`config.mk`:
```
export PLATFORM = sky130hd
export DESIGN_NAME = vga_scanout
export DESIGN_NICKNAME = d
export VERILOG_FILES = /design/src/rtl/vga_scanout.sv
export SDC_FILE = /design/constraint.sdc
export NUM_CORES = 1
export LEC_CHECK = 0
export ABC_AREA = 1
export ABC_CLOCK_PERIOD_IN_PS = 1900
export CORE_MARGIN = 5
export CORE_UTILIZATION = 53
export CTS_BUF_LIST = sky130_fd_sc_hd__clkbuf_16
export CTS_CLUSTER_SIZE = 10
export DETAILED_ROUTE_END_ITERATION = 16
export PLACE_DENSITY = 0.88
export SKIP_CTS_REPAIR_TIMING = 1
export SYNTH_ARGS = -nofsm -noshare
export SYNTH_HDL_FRONTEND = slang
export SYNTH_SLANG_ARGS = --single-unit
```
`constraint.sdc`:
```
create_clock -name clk -period 1.9 [get_ports clk]
set_clock_uncertainty 0.05 [all_clocks]
set_input_delay 0.19 -clock clk [delete_from_list [all_inputs] [get_ports clk]]
set_output_delay 0.19 -clock clk [all_outputs]
set_load 0.03 [all_outputs]
```
`src/rtl/vga_scanout.sv`:
```
// VGA raster generator and scanout stage: drives pixel_x/pixel_y to a 2-clk-latency
// framebuffer, samples the returned RGB444 on pix_en and registers RGB/sync/vblank.
module vga_scanout #(
    parameter int unsigned CLK_DIV   = 4,
    parameter int unsigned H_VISIBLE = 640,
    parameter int unsigned H_FRONT   = 16,
    parameter int unsigned H_SYNC    = 96,
    parameter int unsigned H_BACK    = 48,
    parameter int unsigned V_VISIBLE = 480,
    parameter int unsigned V_FRONT   = 10,
    parameter int unsigned V_SYNC    = 2,
    parameter int unsigned V_BACK    = 33
) (
    input  logic        clk,
    input  logic        rst_n,
    input  logic [11:0] pixel,
    output logic [9:0]  pixel_x,
    output logic [9:0]  pixel_y,
    output logic [3:0]  vga_r,
    output logic [3:0]  vga_g,
    output logic [3:0]  vga_b,
    output logic        vga_hs,
    output logic        vga_vs,
    output logic        vblank,
    output logic        frame_start
);

    localparam int unsigned DW = (CLK_DIV > 1) ? $clog2(CLK_DIV) : 1;
    localparam logic [DW-1:0] DIV_MAX = DW'(CLK_DIV - 1);

    localparam logic [9:0] H_VIS = 10'(H_VISIBLE);
    localparam logic [9:0] H_SS  = 10'(H_VISIBLE + H_FRONT);
    localparam logic [9:0] H_SE  = 10'(H_VISIBLE + H_FRONT + H_SYNC);
    localparam logic [9:0] H_MAX = 10'(H_VISIBLE + H_FRONT + H_SYNC + H_BACK - 1);
    localparam logic [9:0] V_VIS = 10'(V_VISIBLE);
    localparam logic [9:0] V_SS  = 10'(V_VISIBLE + V_FRONT);
    localparam logic [9:0] V_SE  = 10'(V_VISIBLE + V_FRONT + V_SYNC);
    localparam logic [9:0] V_MAX = 10'(V_VISIBLE + V_FRONT + V_SYNC + V_BACK - 1);

    logic [DW-1:0] div_q, div_d;
    logic [9:0]    h_q, h_d, v_q, v_d;
    logic [9:0]    px_q, px_d, py_q, py_d;
    logic [11:0]   rgb_q, rgb_d;
    logic          hs_q, hs_d, vs_q, vs_d, vb_q, vb_d, fs_q, fs_d;
    logic          pix_en, h_wrap, v_wrap, visible;

    always_comb begin
        pix_en  = (div_q == DIV_MAX);
        h_wrap  = (h_q == H_MAX);
        v_wrap  = (v_q == V_MAX);
        visible = (h_q < H_VIS) && (v_q < V_VIS);

        div_d = pix_en ? '0 : div_q + 1'b1;
        h_d   = h_q;
        v_d   = v_q;
        px_d  = px_q;
        py_d  = py_q;
        rgb_d = rgb_q;
        hs_d  = hs_q;
        vs_d  = vs_q;
        vb_d  = vb_q;
        fs_d  = 1'b0;

        if (pix_en) begin
            h_d = h_wrap ? '0 : h_q + 10'd1;
            if (h_wrap) begin
                v_d = v_wrap ? '0 : v_q + 10'd1;
            end
            // Addresses follow the new counter value so memory has a full pixel period to answer.
            px_d  = (h_d < H_VIS) ? h_d : '0;
            py_d  = (v_d < V_VIS) ? v_d : '0;
            rgb_d = visible ? pixel : '0;
            hs_d  = ~((h_q >= H_SS) && (h_q < H_SE));
            vs_d  = ~((v_q >= V_SS) && (v_q < V_SE));
            vb_d  = (v_q >= V_VIS);
            fs_d  = h_wrap && v_wrap;
        end
    end

    always_ff @(posedge clk or negedge rst_n) begin
        if (!rst_n) begin
            div_q <= '0;
            h_q   <= '0;
            v_q   <= '0;
            px_q  <= '0;
            py_q  <= '0;
            rgb_q <= '0;
            hs_q  <= 1'b1;
            vs_q  <= 1'b1;
            vb_q  <= 1'b0;
            fs_q  <= 1'b0;
        end else begin
            div_q <= div_d;
            h_q   <= h_d;
            v_q   <= v_d;
            px_q  <= px_d;
            py_q  <= py_d;
            rgb_q <= rgb_d;
            hs_q  <= hs_d;
            vs_q  <= vs_d;
            vb_q  <= vb_d;
            fs_q  <= fs_d;
        end
    end

    assign pixel_x     = px_q;
    assign pixel_y     = py_q;
    assign vga_r       = rgb_q[11:8];
    assign vga_g       = rgb_q[7:4];
    assign vga_b       = rgb_q[3:0];
    assign vga_hs      = hs_q;
    assign vga_vs      = vs_q;
    assign vblank      = vb_q;
    assign frame_start = fs_q;

endmodule

```
==> flow_metrics.py, run 1 <==
metrics = {
    "cells_and_area": {
        "synthToLayoutAreaGrowth_pct": 35.9,
        "fin_nets": 445,
        "final_cell_mix": "nand2_1 (112), dfrtp_1 (54), clkdlybuf4s50_1 (48), nand3_1 (33), o21ai_0 (29)",
        "layout_commonest_cell": "nand2_1",
        "layout-drive-gt1-share": 0.163,
        "diodes": 0,
        "fin_cells": 502,
        "post-route-util": 0.737,
    },
    "timing": {
        "hold_viol_final": 0,
        "rsz0062_at_grt": "yes",
        "fin_ws_ps": 12.0,
        "max_freq_mhz": 530,
        "min_period_over_period": 0.994,
        "worstMarginPinSlew_ps": 504,
        "slew_headroom": 0.664,
        "min_period_ps": 1890,
        "finalSetupViolCount": 0,
        "holdWs_ps": 325,
        "drv_slew": 0,
    },
    "global_routing": {
        "gr-total-overflow": 0,
        "antenna_found_initial": 0,
        "grt_max_degree": 59,
        "grt_pass1_wl_mm": 11.9,
        "grtUsageTotal": 0.206,
        "grt_pass1_vias": 2622,
    },
    "power_and_ir_drop": {
        "p_leak_nw": 1.80,
        "p_per_area_nw_per_um2": 800,
        "ir_drop_v": 0.000716,
    },
    "floorplanning": {
        "die-area_um2": 7190,
        "io-pin-count": 50,
        "die_x_um": 84.8,
        "start_util": 0.542,
        "die_h_um": 84.8,
        "fp-row-count": 27,
        "core_area_um2": 5470,
    },
    "clocking": {
        "cts_buffers": 9,
        "htreeDepth": 3,
        "cts.path.max_buffers": 2,
        "cts_tree": "built",
        "clk_pin_slew_ps": 60,
        "clock_sinks": 58,
        "cts-root-buf": "clkbuf_16",
        "clk_latency_ps": 330,
    },
    "place": {
        "dp_hpwl_mm": 4.80,
        "place_ws_ps": 54.9,
        "io_buffers": 49,
        "placed_cells": 478,
        "gp_congestion": 0.919,
    },
    "detailed_routing": {
        "ant_nets": 0,
        "vias": 2748,
        "via_per_inst": 5.47,
        "drt-total-wl_mm": 7.48,
        "first_iter_violations": 294,
        "wl_per_cell_um": 14.9,
        "post-route-drc-count": 0,
        "firstDrtPassIters": 7,
    },
    "yosys": {
        "syn_inst": 364,
        "yosysSeqAreaShare": 0.490,
        "postSynthAreaPerCell_um2": 8.15,
        "ys_warn_count": 0,
        "synth_area_um2": 2970,
        "synthesis.nets": 384,
        "yosysTopAreaCell": "dfrtp_1",
        "synth_cell_types": 33,
        "synth_top_cell_area_share": 0.472,
        "synth_seq_cells": 58,
        "synth_area_leaders": "dfrtp_1 (47%), nand2_1 (15%), nand3_1 (5.6%)",
    },
    "worst_setup_path": {
        "regToRegSetupSlack_ps": 10,
        "r2r_end": "pixel_y[6]",
        "end_kind": "flip-flop",
        "criticalPathCategory": "reg -> reg",
        "rr_worst_depth": 8,
        "cp-start-kind": "flip-flop",
        "r2r_start": "h_q[0]",
        "cp.arrival_ps": 2050,
        "required_ps": 2060,
        "cp_max_fo": 6,
    },
    "job": {
        "drv.max_cap_violation_count": 0,
    },
    "hold_path": {
        "min_path_type": "in -> async",
    },
    "outcome": {
        "status": "completed",
    },
}
## cell families (layout without fill, tap and decap cells)
family                   count (synthesis)  in the layout  synth area share
AND/OR/NAND/NOR                        200            202             0.305
adder cells (fa/ha/maj)                  6              6            0.0253
XOR/XNOR                                 2              2           0.00591
flip-flops                              58             58             0.490
buffers and inverters                   47            111            0.0649
AO/OA/AOI/OAI                           51             51             0.108
## synthesized netlist by cell type
cell	number
nand2_1	116
dfrtp_1	56
nand3_1	33
o21ai_0	29
inv_1	28
nor2_1	25
clkbuf_1	10
o21bai_1	7
ha_1	6
inv_2	6
and2_1	4
nand2_2	4
nand4_1	4
nor2_2	4
o22ai_1	4
nor3_1	3
o21ai_1	3
o21ai_4	3
buf_6	2
dfstp_2	2
nand3_2	2
xor2_1	2
a21oi_1	1
a31oi_1	1
buf_2	1
nand3_4	1
nand4_4	1
nor2_4	1
nor2_8	1
nor4_1	1
o21a_1	1
o21ai_2	1
o31ai_1	1
## routing by layer
metal	up-vias	wire, um	global-route usage
li1	1306	-	-
met1	1324	3170	0.263
met2	108	3740	0.336
met3	10	476	0.0583
met4	0	96	0.0763
met5	-	0	0
## power breakdown
| group | internal [mW] | leakage [nW] | switching [mW] | total (mW) |
|---|---|---|---|---|
| Combinational | 0.0547 | 0.894 | 0.0648 | 0.120 |
| Clock | 1.28 | 0.158 | 0.571 | 1.85 |
| Sequential | 1.25 | 0.748 | 0.00666 | 1.26 |
## registers in the layout, summed over array words and instances (netlist names)
name / cells
pixel_y: 10
vga_vs: 1
frame_start: 1
rgb_q: 12
h_q: 10
div_q: 2
pixel_x: 10
vga_hs: 1
v_q: 10
vblank: 1
## metrics by stage
step                      total power, mW  instance area (um^2)  setup TNS, ps
final                                3.22                  4030              0
after global routing                 3.32                  4030           -433
after CTS                            3.24                  3890              0
after detailed placement             1.40                  3550              0
after global placement               1.40                  3550              0
after floorplan                      1.31                  2970              0
## worst max path at each step
stage          slack, ps   start         end  depth (start not counted)
4_1_cts               30  h_q[0]  pixel_y[6]                          8
5_1_grt              -70  h_q[0]  pixel_y[6]                          8
3_5_place_dp          50  h_q[0]  pixel_y[5]                          8
2_1_floorplan        240  h_q[0]      v_q[8]                          9
6_report              10  h_q[0]  pixel_y[6]                          8
3_3_place_gp         140  v_q[1]  pixel_y[8]                         10
## area by class of cell
type	count	area, um^2
fillers	377	1440
inverters	34	130
well taps	72	90.1
clock buffers	9	225
flip-flops and latches	58	1460
multi-input cells	261	1410
repair buffers	61	603
clock inverters	7	118
## worst max-delay path, cell delays in order (launching register included)
cell and delay [ps]:
dfrtp_1 390, ha_2 210, nand2_2 100, nor2_8 210
nand3_4 200, o21ai_4 260, nand4_4 160, nand3_1 120
nand2_1 70
Note: power is estimated with default switching activity, not from simulation.
==> run 2, diff against run 1 <==
- CTS_CLUSTER_DIAMETER: unset -> 120
- TNS_END_PERCENT: unset -> 5
==> results of run 2 <==
No change in the layout: final DEF, timing and power equal those of run 1.
==> run 3, diff against run 2 <==
- RECOVER_POWER: unset -> 100
==> run 3 against run 2 <==
Routed wire length is 0.11% higher. Flip-flop and latch count did not move. Via count is essentially flat. Highest routed layer unchanged. Worst setup slack hardly changed. Count of clock-buffer cells in the layout stayed put. Largest power group unchanged. Critical endpoint unchanged.
==> flow_metrics.py, run 3 (synthesis results as in run 1) <==
metrics = {
    "worst_setup_path": {
        "path_cells": "ha_2, nand2_2, nor2_8, nand3_4, o21ai_4, nand4_4, nand3_1, nand2_1",
        "r2r_start": "h_q[0]",
        "critical_path.top_delay_family": "simple AND/OR/NAND/NOR gates",
        "slowest_stage": "dfrtp_1",
        "slowest_delay_ps": 390,
        "worst-path-stages": 8,
        "regToRegSetupSlack_ps": 10,
        "endpoint": "pixel_y[6]",
        "end_kind": "flip-flop",
        "critPathBufInv": 0,
        "required_ps": 2060,
        "rr_worst_depth": 8,
        "cp-start-kind": "flip-flop",
        "cp-startpoint": "h_q[0]",
        "cp_max_fo": 6,
        "cp.arrival_ps": 2040,
        "criticalPathCategory": "reg -> reg",
        "r2r_end": "pixel_y[6]",
    },
    "detailed_routing": {
        "via_per_inst": 5.47,
        "vias": 2746,
        "firstDrtPassIters": 5,
        "ant_nets": 0,
        "drt-total-wl_mm": 7.49,
        "post-route-drc-count": 0,
        "wl_per_cell_um": 14.9,
        "first_iter_violations": 328,
    },
    "place": {
        "placed_cells": 478,
        "dpl_cell_area_um2": 3550,
        "io_buffers": 49,
        "dp_hpwl_mm": 4.80,
        "gp_congestion": 0.919,
    },
    "timing": {
        "max_freq_mhz": 530,
        "min_period_over_period": 0.994,
        "finalSetupViolCount": 0,
        "rsz0062_at_grt": "yes",
        "drv_slew": 0,
        "tns_ps": 0,
        "hold_viol_final": 0,
        "worstMarginPinSlew_ps": 767,
        "min_period_ps": 1890,
        "holdWs_ps": 375,
        "slew_headroom": 0.488,
    },
    "floorplanning": {
        "die_h_um": 84.8,
        "die-area_um2": 7190,
        "io-pin-count": 50,
        "die_x_um": 84.8,
        "core_area_um2": 5470,
        "fp-row-count": 27,
        "start_util": 0.542,
    },
    "power_and_ir_drop": {
        "seqPwrFrac": 0.390,
        "p_total_mw": 3.22,
        "power.internal_mw": 2.58,
        "ir_drop_v": 0.000716,
        "p_per_area_nw_per_um2": 801,
        "switching_power_mw": 0.641,
        "clkPwrFrac": 0.574,
        "combPwrFrac": 0.036,
        "p_sw_frac": 0.199,
        "p_leak_nw": 1.79,
    },
    "cells_and_area": {
        "synthToLayoutAreaGrowth_pct": 35.5,
        "layout-drive-gt1-share": 0.163,
        "layout_commonest_cell": "nand2_1",
        "fillers": 379,
        "final_cell_mix": "nand2_1 (112), dfrtp_1 (54), clkdlybuf4s50_1 (48), nand3_1 (33), o21ai_0 (29)",
        "fin_cells": 502,
        "top_register": "rgb_q",
        "diodes": 0,
        "fin_nets": 445,
        "fin_area_um2": 4020,
        "largest_register_ffs": 12,
    },
    "global_routing": {
        "grtUsageTotal": 0.206,
        "grt_pass1_wl_mm": 11.9,
        "antenna_found_initial": 0,
        "gr-total-overflow": 0,
        "grt_max_degree": 59,
        "grt_pass1_vias": 2622,
    },
    "outcome": {
        "status": "completed",
    },
    "clocking": {
        "cts_tree": "built",
        "clk_pin_slew_ps": 50,
        "clk_latency_ps": 330,
        "clock_sinks": 58,
        "cts_buffers": 9,
        "cts-root-buf": "clkbuf_16",
        "cts.path.max_buffers": 2,
        "htreeDepth": 3,
    },
    "hold_path": {
        "min_path_type": "reg -> reg",
    },
    "job": {
        "drv.max_cap_violation_count": 0,
    },
}
[run 3: cell types whose count changed in the layout (fill, tap and decap cells not counted)]
cell / before / now
buf_12: 2 / 1
clkbuf_4: 0 / 1
[run 3: worst reg2reg max path, cell delays in order (launching register included)]
cell     delay, ps
dfrtp_1        390
ha_2           210
nand2_2        100
nor2_8         210
nand3_4        200
o21ai_4        260
nand4_4        160
nand3_1        120
nand2_1         70
[run 3: power by group through the flow]
| stage | Sequential, mW | Clock, mW | Combinational [mW] |
|---|---|---|---|
| after global routing | 1.26 | 1.93 | 0.127 |
| after CTS | 1.26 | 1.86 | 0.121 |
| final | 1.26 | 1.85 | 0.116 |
| after global placement | 1.28 | 0 | 0.119 |
| after detailed placement | 1.28 | 0 | 0.121 |
| after floorplan | 1.30 | 0 | 0.00907 |
[run 3: how the worst min path moves through the flow]
stage	slack [ps]	endpoint	cells after the start	start
2_1_floorplan	-160	div_q[0]	0	rst_n
3_3_place_gp	160	pixel_x[5]	2	rst_n
3_5_place_dp	170	h_q[3]	2	rst_n
4_1_cts	-180	pixel_x[5]	2	rst_n
5_1_grt	390	div_q[0]	1	div_q[0]
6_report	380	div_q[0]	1	div_q[0]
[run 3: final cells by class]
class,count,area [um^2],share of cell area
Timing Repair Buffer,61,591,0.147
Clock buffer,9,225,0.0560
Multi-Input combinational cell,261,1410,0.351
Tap cell,72,90.1,0.0224
Sequential cell,58,1460,0.362
Inverter,34,130,0.0324
Clock inverter,7,118,0.0293
[run 3: routing by layer]
layer  wire (um)  GRT usage  vias up
met3         531     0.0583       10
met1        3130      0.263     1304
met2        3740      0.336      128
met5           0          0        -
li1            -          -     1304
met4          84     0.0763        0
[run 3: metrics by stage]
stage	util	setup slack, ps
after global routing	0.734	-72.9
after global placement	0.648	141
after floorplan	-	244
final	0.734	11.7
after detailed placement	0.648	54.9
after CTS	0.711	26.4
